[src/rtl/multicycle_control.sv]
// Multi-cycle sequencer for the 2-bit-opcode datapath: steps each instruction through
// fetch/decode/execute/memory/writeback on a shared memory port, counts retirements, traps stalls.
module multicycle_control #(
  parameter int MEM_TIMEOUT = 16,
  parameter int CNT_W       = 16
) (
  input  logic             clk,
  input  logic             rst,
  input  logic             run,
  input  logic [1:0]       opcode,
  input  logic             zero,
  input  logic             mem_ready,
  output logic             mem_req,
  output logic             IorD,
  output logic             IRWrite,
  output logic             PCWrite,
  output logic             PCSrc,
  output logic             Branch,
  output logic             MemtoReg,
  output logic             MemRead,
  output logic             MemWrite,
  output logic             ALUSrc,
  output logic             RegWrite,
  output logic             RegDst,
  output logic [1:0]       ALUOp,
  output logic             busy,
  output logic             error,
  output logic [CNT_W-1:0] instr_count
);

  localparam logic [3:0] S_IDLE   = 4'd0;
  localparam logic [3:0] S_FETCH  = 4'd1;
  localparam logic [3:0] S_DECODE = 4'd2;
  localparam logic [3:0] S_EXEC_R = 4'd3;
  localparam logic [3:0] S_WB_R   = 4'd4;
  localparam logic [3:0] S_ADDR   = 4'd5;
  localparam logic [3:0] S_MEM_RD = 4'd6;
  localparam logic [3:0] S_WB_MEM = 4'd7;
  localparam logic [3:0] S_MEM_WR = 4'd8;
  localparam logic [3:0] S_BRANCH = 4'd9;
  localparam logic [3:0] S_ERROR  = 4'd10;

  localparam int WCW = $clog2(MEM_TIMEOUT + 1);
  localparam logic [WCW-1:0] WAIT_LIMIT = WCW'(MEM_TIMEOUT - 1);

  logic [3:0]     state;
  logic [3:0]     state_next;
  logic [WCW-1:0] wait_cnt;
  logic           mem_state;
  logic           timeout;
  logic           retire;
  logic [3:0]     after_retire;

  assign mem_state    = (state == S_FETCH) || (state == S_MEM_RD) || (state == S_MEM_WR);
  assign timeout      = mem_state && !mem_ready && (wait_cnt == WAIT_LIMIT);
  assign retire       = (state == S_WB_R) || (state == S_WB_MEM) || (state == S_BRANCH) ||
                        ((state == S_MEM_WR) && mem_ready);
  assign after_retire = run ? S_FETCH : S_IDLE;

  always_comb begin
    state_next = state;
    case (state)
      S_IDLE:   if (run) state_next = S_FETCH;
      S_FETCH:  if (mem_ready) state_next = S_DECODE;
                else if (timeout) state_next = S_ERROR;
      S_DECODE: case (opcode)
                  2'b00:   state_next = S_EXEC_R;
                  2'b11:   state_next = S_BRANCH;
                  default: state_next = S_ADDR;
                endcase
      S_EXEC_R: state_next = S_WB_R;
      S_WB_R:   state_next = after_retire;
      S_ADDR:   state_next = (opcode == 2'b01) ? S_MEM_RD : S_MEM_WR;
      S_MEM_RD: if (mem_ready) state_next = S_WB_MEM;
                else if (timeout) state_next = S_ERROR;
      S_WB_MEM: state_next = after_retire;
      S_MEM_WR: if (mem_ready) state_next = after_retire;
                else if (timeout) state_next = S_ERROR;
      S_BRANCH: state_next = after_retire;
      S_ERROR:  state_next = S_ERROR;
      default:  state_next = S_IDLE;
    endcase
  end

  // A memory state is never re-entered directly from itself after a completed access,
  // so clearing whenever not stalling also clears on every entry.
  always_ff @(posedge clk) begin
    if (rst) begin
      state       <= S_IDLE;
      wait_cnt    <= '0;
      instr_count <= '0;
    end else begin
      state    <= state_next;
      wait_cnt <= (mem_state && !mem_ready) ? wait_cnt + 1'b1 : '0;
      if (retire) instr_count <= instr_count + 1'b1;
    end
  end

  always_comb begin
    mem_req  = 1'b0;
    IorD     = 1'b0;
    IRWrite  = 1'b0;
    PCWrite  = 1'b0;
    PCSrc    = 1'b0;
    Branch   = 1'b0;
    MemtoReg = 1'b0;
    MemRead  = 1'b0;
    MemWrite = 1'b0;
    ALUSrc   = 1'b0;
    RegWrite = 1'b0;
    RegDst   = 1'b0;
    ALUOp    = 2'b00;
    case (state)
      S_FETCH: begin
        mem_req = 1'b1;
        MemRead = 1'b1;
        IRWrite = mem_ready;
        PCWrite = mem_ready;
      end
      S_EXEC_R: ALUOp = 2'b10;
      S_WB_R: begin
        RegWrite = 1'b1;
        RegDst   = 1'b1;
        ALUOp    = 2'b10;
      end
      S_ADDR: ALUSrc = 1'b1;
      S_MEM_RD: begin
        mem_req = 1'b1;
        MemRead = 1'b1;
        IorD    = 1'b1;
        ALUSrc  = 1'b1;
      end
      S_WB_MEM: begin
        RegWrite = 1'b1;
        MemtoReg = 1'b1;
      end
      S_MEM_WR: begin
        mem_req  = 1'b1;
        MemWrite = 1'b1;
        IorD     = 1'b1;
        ALUSrc   = 1'b1;
      end
      S_BRANCH: begin
        Branch  = 1'b1;
        ALUOp   = 2'b01;
        PCSrc   = 1'b1;
        PCWrite = zero;
      end
      default: ;
    endcase
  end

  assign busy  = (state != S_IDLE) && (state != S_ERROR);
  assign error = (state == S_ERROR);

endmodule

[config.mk]
export PLATFORM = sky130hd
export DESIGN_NAME = multicycle_control
export DESIGN_NICKNAME = d
export VERILOG_FILES = /design/src/rtl/multicycle_control.sv
export SDC_FILE = /design/constraint.sdc
export NUM_CORES = 1
export LEC_CHECK = 0
export ABC_AREA = 1
export CAP_MARGIN = 20
export CORE_UTILIZATION = 40
export DETAILED_ROUTE_END_ITERATION = 7
export PLACE_DENSITY = 0.67
export SYNTH_ARGS = -nofsm -noshare
export SYNTH_HDL_FRONTEND = slang
export SYNTH_SLANG_ARGS = --single-unit
[constraint.sdc]
create_clock -name clk -period 2.3 [get_ports clk]
set_clock_uncertainty 0.2 [all_clocks]
set_input_delay 0.69 -clock clk [delete_from_list [all_inputs] [get_ports clk]]
set_output_delay 0.69 -clock clk [all_outputs]
set_load 0.03 [all_outputs]
Word level (Yosys, flattened, before mapping) --
Index checks and enable logic that the tools add are counted.
Operators by class: add/sub/neg operators 2, eq/ne operators 15, multiplexer cells 21, bitwise operators 1, reduce and logical (&&, ||, !) cells 21
Operators with widths (number):
- 4-bit case mux with 9 select lines | 1
- 4-bit two-way mux | 6
- 16-bit by 1-bit adder with 16-bit output, second input constant | 1
- 4-bit by 3-bit equality test with 1-bit output, second input constant | 4
- 4-bit equality test, second input constant | 3
- 1-bit two-way mux | 11
- 2-bit OR reduction | 5
- 3-bit OR reduction | 3
- 4-bit by 2-bit equality test with 1-bit output, second input constant | 2
- 4-bit case mux with 2 select lines | 1
- 5-bit by 1-bit adder with 5-bit output, second input constant | 1
- 5-bit by 4-bit equality test with 1-bit output, second input constant | 1
- 1-bit logical OR | 5
- 4-bit by 1-bit equality test with 1-bit output, second input constant | 1
- 1-bit logical AND | 4
- 4-bit zero test | 1
- 4-bit inequality test, second input constant | 1
- 2-bit case mux with 2 select lines | 1
- 4-bit nonzero test | 1
- 2-bit by 1-bit equality test with 1-bit output, second input constant | 1
- 2-bit equality test, second input constant | 1
- 2-bit zero test | 1
- 2-bit inequality test, second input constant | 1
- 1-bit case mux with 2 select lines | 1
- other kinds (2) | 2
Storage, ports and cells: register bits 25, input port bits 7, output and inout port bits 32, logic and storage cells 63

Longest topological paths before layout --
depth in word-level cells 8, depth in mapped cells 9, depth with buffers taken out 9

Worst setup path after synthesis --
Ideal clock, no wire load.
path type input to output, from input mem_ready, to output PCWrite, data arrival time 1.449 ns, data required time 1.410 ns, setup slack -0.039 ns, stages 2, path buffers 0, path through inv_1 -> o21ai_0
Between the ends: cells in the longest elaborated chain, start to end 1
Ends and longest elaborated chain:
- start, declared | line 12 | input logic mem_ready,
- 1-bit case mux with 2 select lines | line 113 | case (state)
- end, declared | line 16 | output logic PCWrite,
Every way passes these cells.

Worst setup path in the final report --
from register state[0], to output ALUSrc
Between the ends: cells in the longest elaborated chain, start to end 3, elaborated cells between the ends (all ways) 5, classes of those cells eq/ne (3); mux (1); reduce/logical (1)
Ends and longest elaborated chain:
- start, declared | line 46 | logic [3:0] state;
- start signal, assigned | line 93 | state <= state_next;
- 4-bit by 3-bit equality test with 1-bit output or 4-bit equality test (tied branches) | line 113
- 3-bit OR reduction (no source line) *
- 1-bit two-way mux * | line 113
- end, declared | line 22 | output logic ALUSrc,
Mark *: on every way between the ends. The rest lies on a longest branch, timed or not.

==> metrics.yaml <==
setup_path:
  path_cells: "buf_4, nor2_1, nand2_2, inv_2, nor2_1, nand2_1, buf_4"
  cp.arrival_ns: 1.42
  cpPeakStageDelay_ns: 0.34
  cp-end-kind: "output pin"
  required_ns: 1.41
  crit_cells: 7
  critPathMaxFanout: 5
  path_class: "flop to output pin"
  reg2regPathDepth: 8
  worstSetupStartpointType: "flop"
  critPathSlowestCell: "dfxtp_2"
  crit_buf_inv: 3
  cp_top_family: "buffers and inverters"
global_route:
  grt_overflow: 0
  grt_max_degree: 14
  first_global_vias: 1420
  antenna_found_initial: 0
  track_usage: 0.187
  grt_pass1_wl_um: 6030
power_and_ir_drop:
  seqPwrFrac: 0.459
  intPower_uw: 672
  clockPowerShare: 0.262
  cellLeakagePower_nw: 1.03
  p_sw_frac: 0.318
  power_uw: 984
  power_frac_comb: 0.279
  pwr_density_cell_nw_per_um2: 460
  power_switching_uw: 313
  ir_drop_uv: 270
synth:
  synthTopCellsByArea: "dfxtp_1 32%, nand2_1 13%, nor2_1 10%, inv_1 7.3%, a21oi_1 6.2%"
  syn_area_sq_um: 1540
  synth_common_cells: "54 x nand2_1, 43 x nor2_1, 30 x inv_1, 25 x dfxtp_1, 19 x a21oi_1"
  synth_area_per_cell_sq_um: 6.53
  syn-num-nets: 249
  ys_seq_elements: 25
  synth_seq_area_share: 0.325
  ys_warn_count: 0
  yosysMostFrequentCell: "nand2_1"
  synth_top_area_frac: 0.325
  synth_flop_cell: "dfxtp_1"
  synth_edf_count: 0
  synth_top_cell_by_area: "dfxtp_1"
  synthCells: 236
  ys_async_sr_fraction: 0
  synth_cell_types: 29
finish:
  area_growth_pct: 38.9
  nets: 301
  final.fill_count: 370
  drive_above_1_share: 0.209
  seq_area_sq_um: 504
  multi_input_area_sq_um: 933
  antennaDiodeCount: 0
timing:
  setup_viol: 1
  slew_viol_final: 0
  timing.final.crit_share: 1.00
  whs_ns: 0.251
  period_needed_ns: 2.31
  hold_viol_final: 0
  slew_headroom: 0.726
  worst_pin_slew_ns: 0.410
  fmax_mhz: 433
  setup_ws_ns: -0.00896
  rsz0062_at_grt: "true"
placement:
  dpl.hpwl_um: 2760
  portBuffers: 38
  gp_congestion: 0.872
floorplan:
  start_util: 0.418
  die_w_um: 64.1
  coreArea_sq_um: 3690
  die_y_um: 64.1
  num_rows: 22
  ioPinCount: 39
  die-area_sq_um: 4110
detailed_routing:
  finalWirelength_um: 3760
  avgRoutedWirePerCell_um: 11.2
  drt_first_iter_violations: 75
  vias_per_cell: 4.97
  vias: 1664
  drtAntennaViolNets: 0
  dr_wl_met3_um: 157
  top_layer: "met4"
  wl_met1_um: 1750
  dr.pass1.iters: 4
  drc: 0
  wl_met2_um: 1800
worst_hold_path:
  hold_path_class: "flop to flop"
  hold_depth: 1
clock_network:
  cts.hold.buffers_added: 0
  cts_made_buffers: 3
  clock-sinks: 25
  clk_latency_ns: 0.27
  max-clock-path-buffers: 2
  clk_pin_slew_ns: 0.08
  ctsHtreeMaxLevel: 1
  root_buffer: "clkbuf_8"
  cts_tree: "done"
run_status:
  violations: "negative setup slack"
  status: "finished with violations"
run:
  drv_cap: 0
[final cells by class]
cell class,instances,area share
Inverter,33,0.0590
Multi-Input combinational cell,173,0.436
Timing Repair Buffer,52,0.220
Clock buffer,4,0.0210
Tap cell,48,0.0281
Sequential cell,25,0.236
[registers in the layout, indices dropped and copies added (netlist names)]
register	flops
instr_count	16
state	4
wait_cnt	5
[routing by layer]
metal / up-vias / track usage
li1: 858 / -
met5: - / 0
met1: 760 / 0.230
met2: 41 / 0.315
met3: 5 / 0.0321
met4: 0 / 0.0909
[through the flow]
step                      utilization  setup TNS (ns)  area, sq um  cells  setup WS (ns)
after global routing            0.580          -0.235         2140    335        -0.0845
after global placement          0.545          -0.182         2010    329         -0.111
after detailed placement        0.545          -0.242         2010    329         -0.148
final                           0.580        -0.00896         2140    335       -0.00896
after CTS                       0.559         -0.0591         2060    333        -0.0185
after floorplan                     -               0         1540    236         0.0641
[kinds of logic (layout without fill, tap and decap cells)]
kind of cell / after synthesis / after routing / share of synthesized area
compound gates: 36 / 36 / 0.132
xor+xnor: 6 / 6 / 0.0341
fa+ha+maj: 6 / 6 / 0.0487
buf+inv: 38 / 89 / 0.105
flops: 25 / 25 / 0.325
simple gates: 125 / 125 / 0.356
[layout by cell type, fill, tap and decap left out, drive strengths merged, types with 4 or more instances in the layout]
| master | instances |
|---|---|
| dlygate4sd2 | 6 |
| o21ai | 7 |
| dlymetal6s2s | 6 |
| a21oi | 19 |
| nand2 | 57 |
| o22ai | 4 |
| dfxtp | 25 |
| buf | 29 |
| ha | 6 |
| clkdlybuf4s50 | 11 |
| inv | 32 |
| nand3 | 16 |
| nand4 | 4 |
| xor2 | 4 |
| nor2 | 46 |
| clkbuf | 4 |
[power groups by stage]
stage                     combinational (mW)  clock (mW)  sequential [mW]
after floorplan                        0.148           0            0.468
after global placement                 0.245           0            0.461
after detailed placement               0.247           0            0.461
after CTS                              0.252       0.268            0.450
after global routing                   0.297       0.284            0.452
final                                  0.274       0.258            0.452
[repair_timing]
item,in CTS,in global routing
resized for setup,13,23
endpoints found under the setup margin,9,16
pin swaps,1,5
buffers inserted,0,2
[path summary, 6_finish.rpt]
kind                               startpoint                           end  slack (ns)
setup / recovery        state[0]$_SDFFE_PP0P_                        ALUSrc      -0.009
hold / removal         wait_cnt[0]$_SDFF_PP0_        wait_cnt[0]$_SDFF_PP0_        0.25
setup reg to reg  instr_count[0]$_SDFFE_PP0P_  instr_count[14]$_SDFFE_PP0P_        0.57
hold reg to reg        wait_cnt[0]$_SDFF_PP0_        wait_cnt[0]$_SDFF_PP0_        0.25
Power figures use the tool's default switching activity.
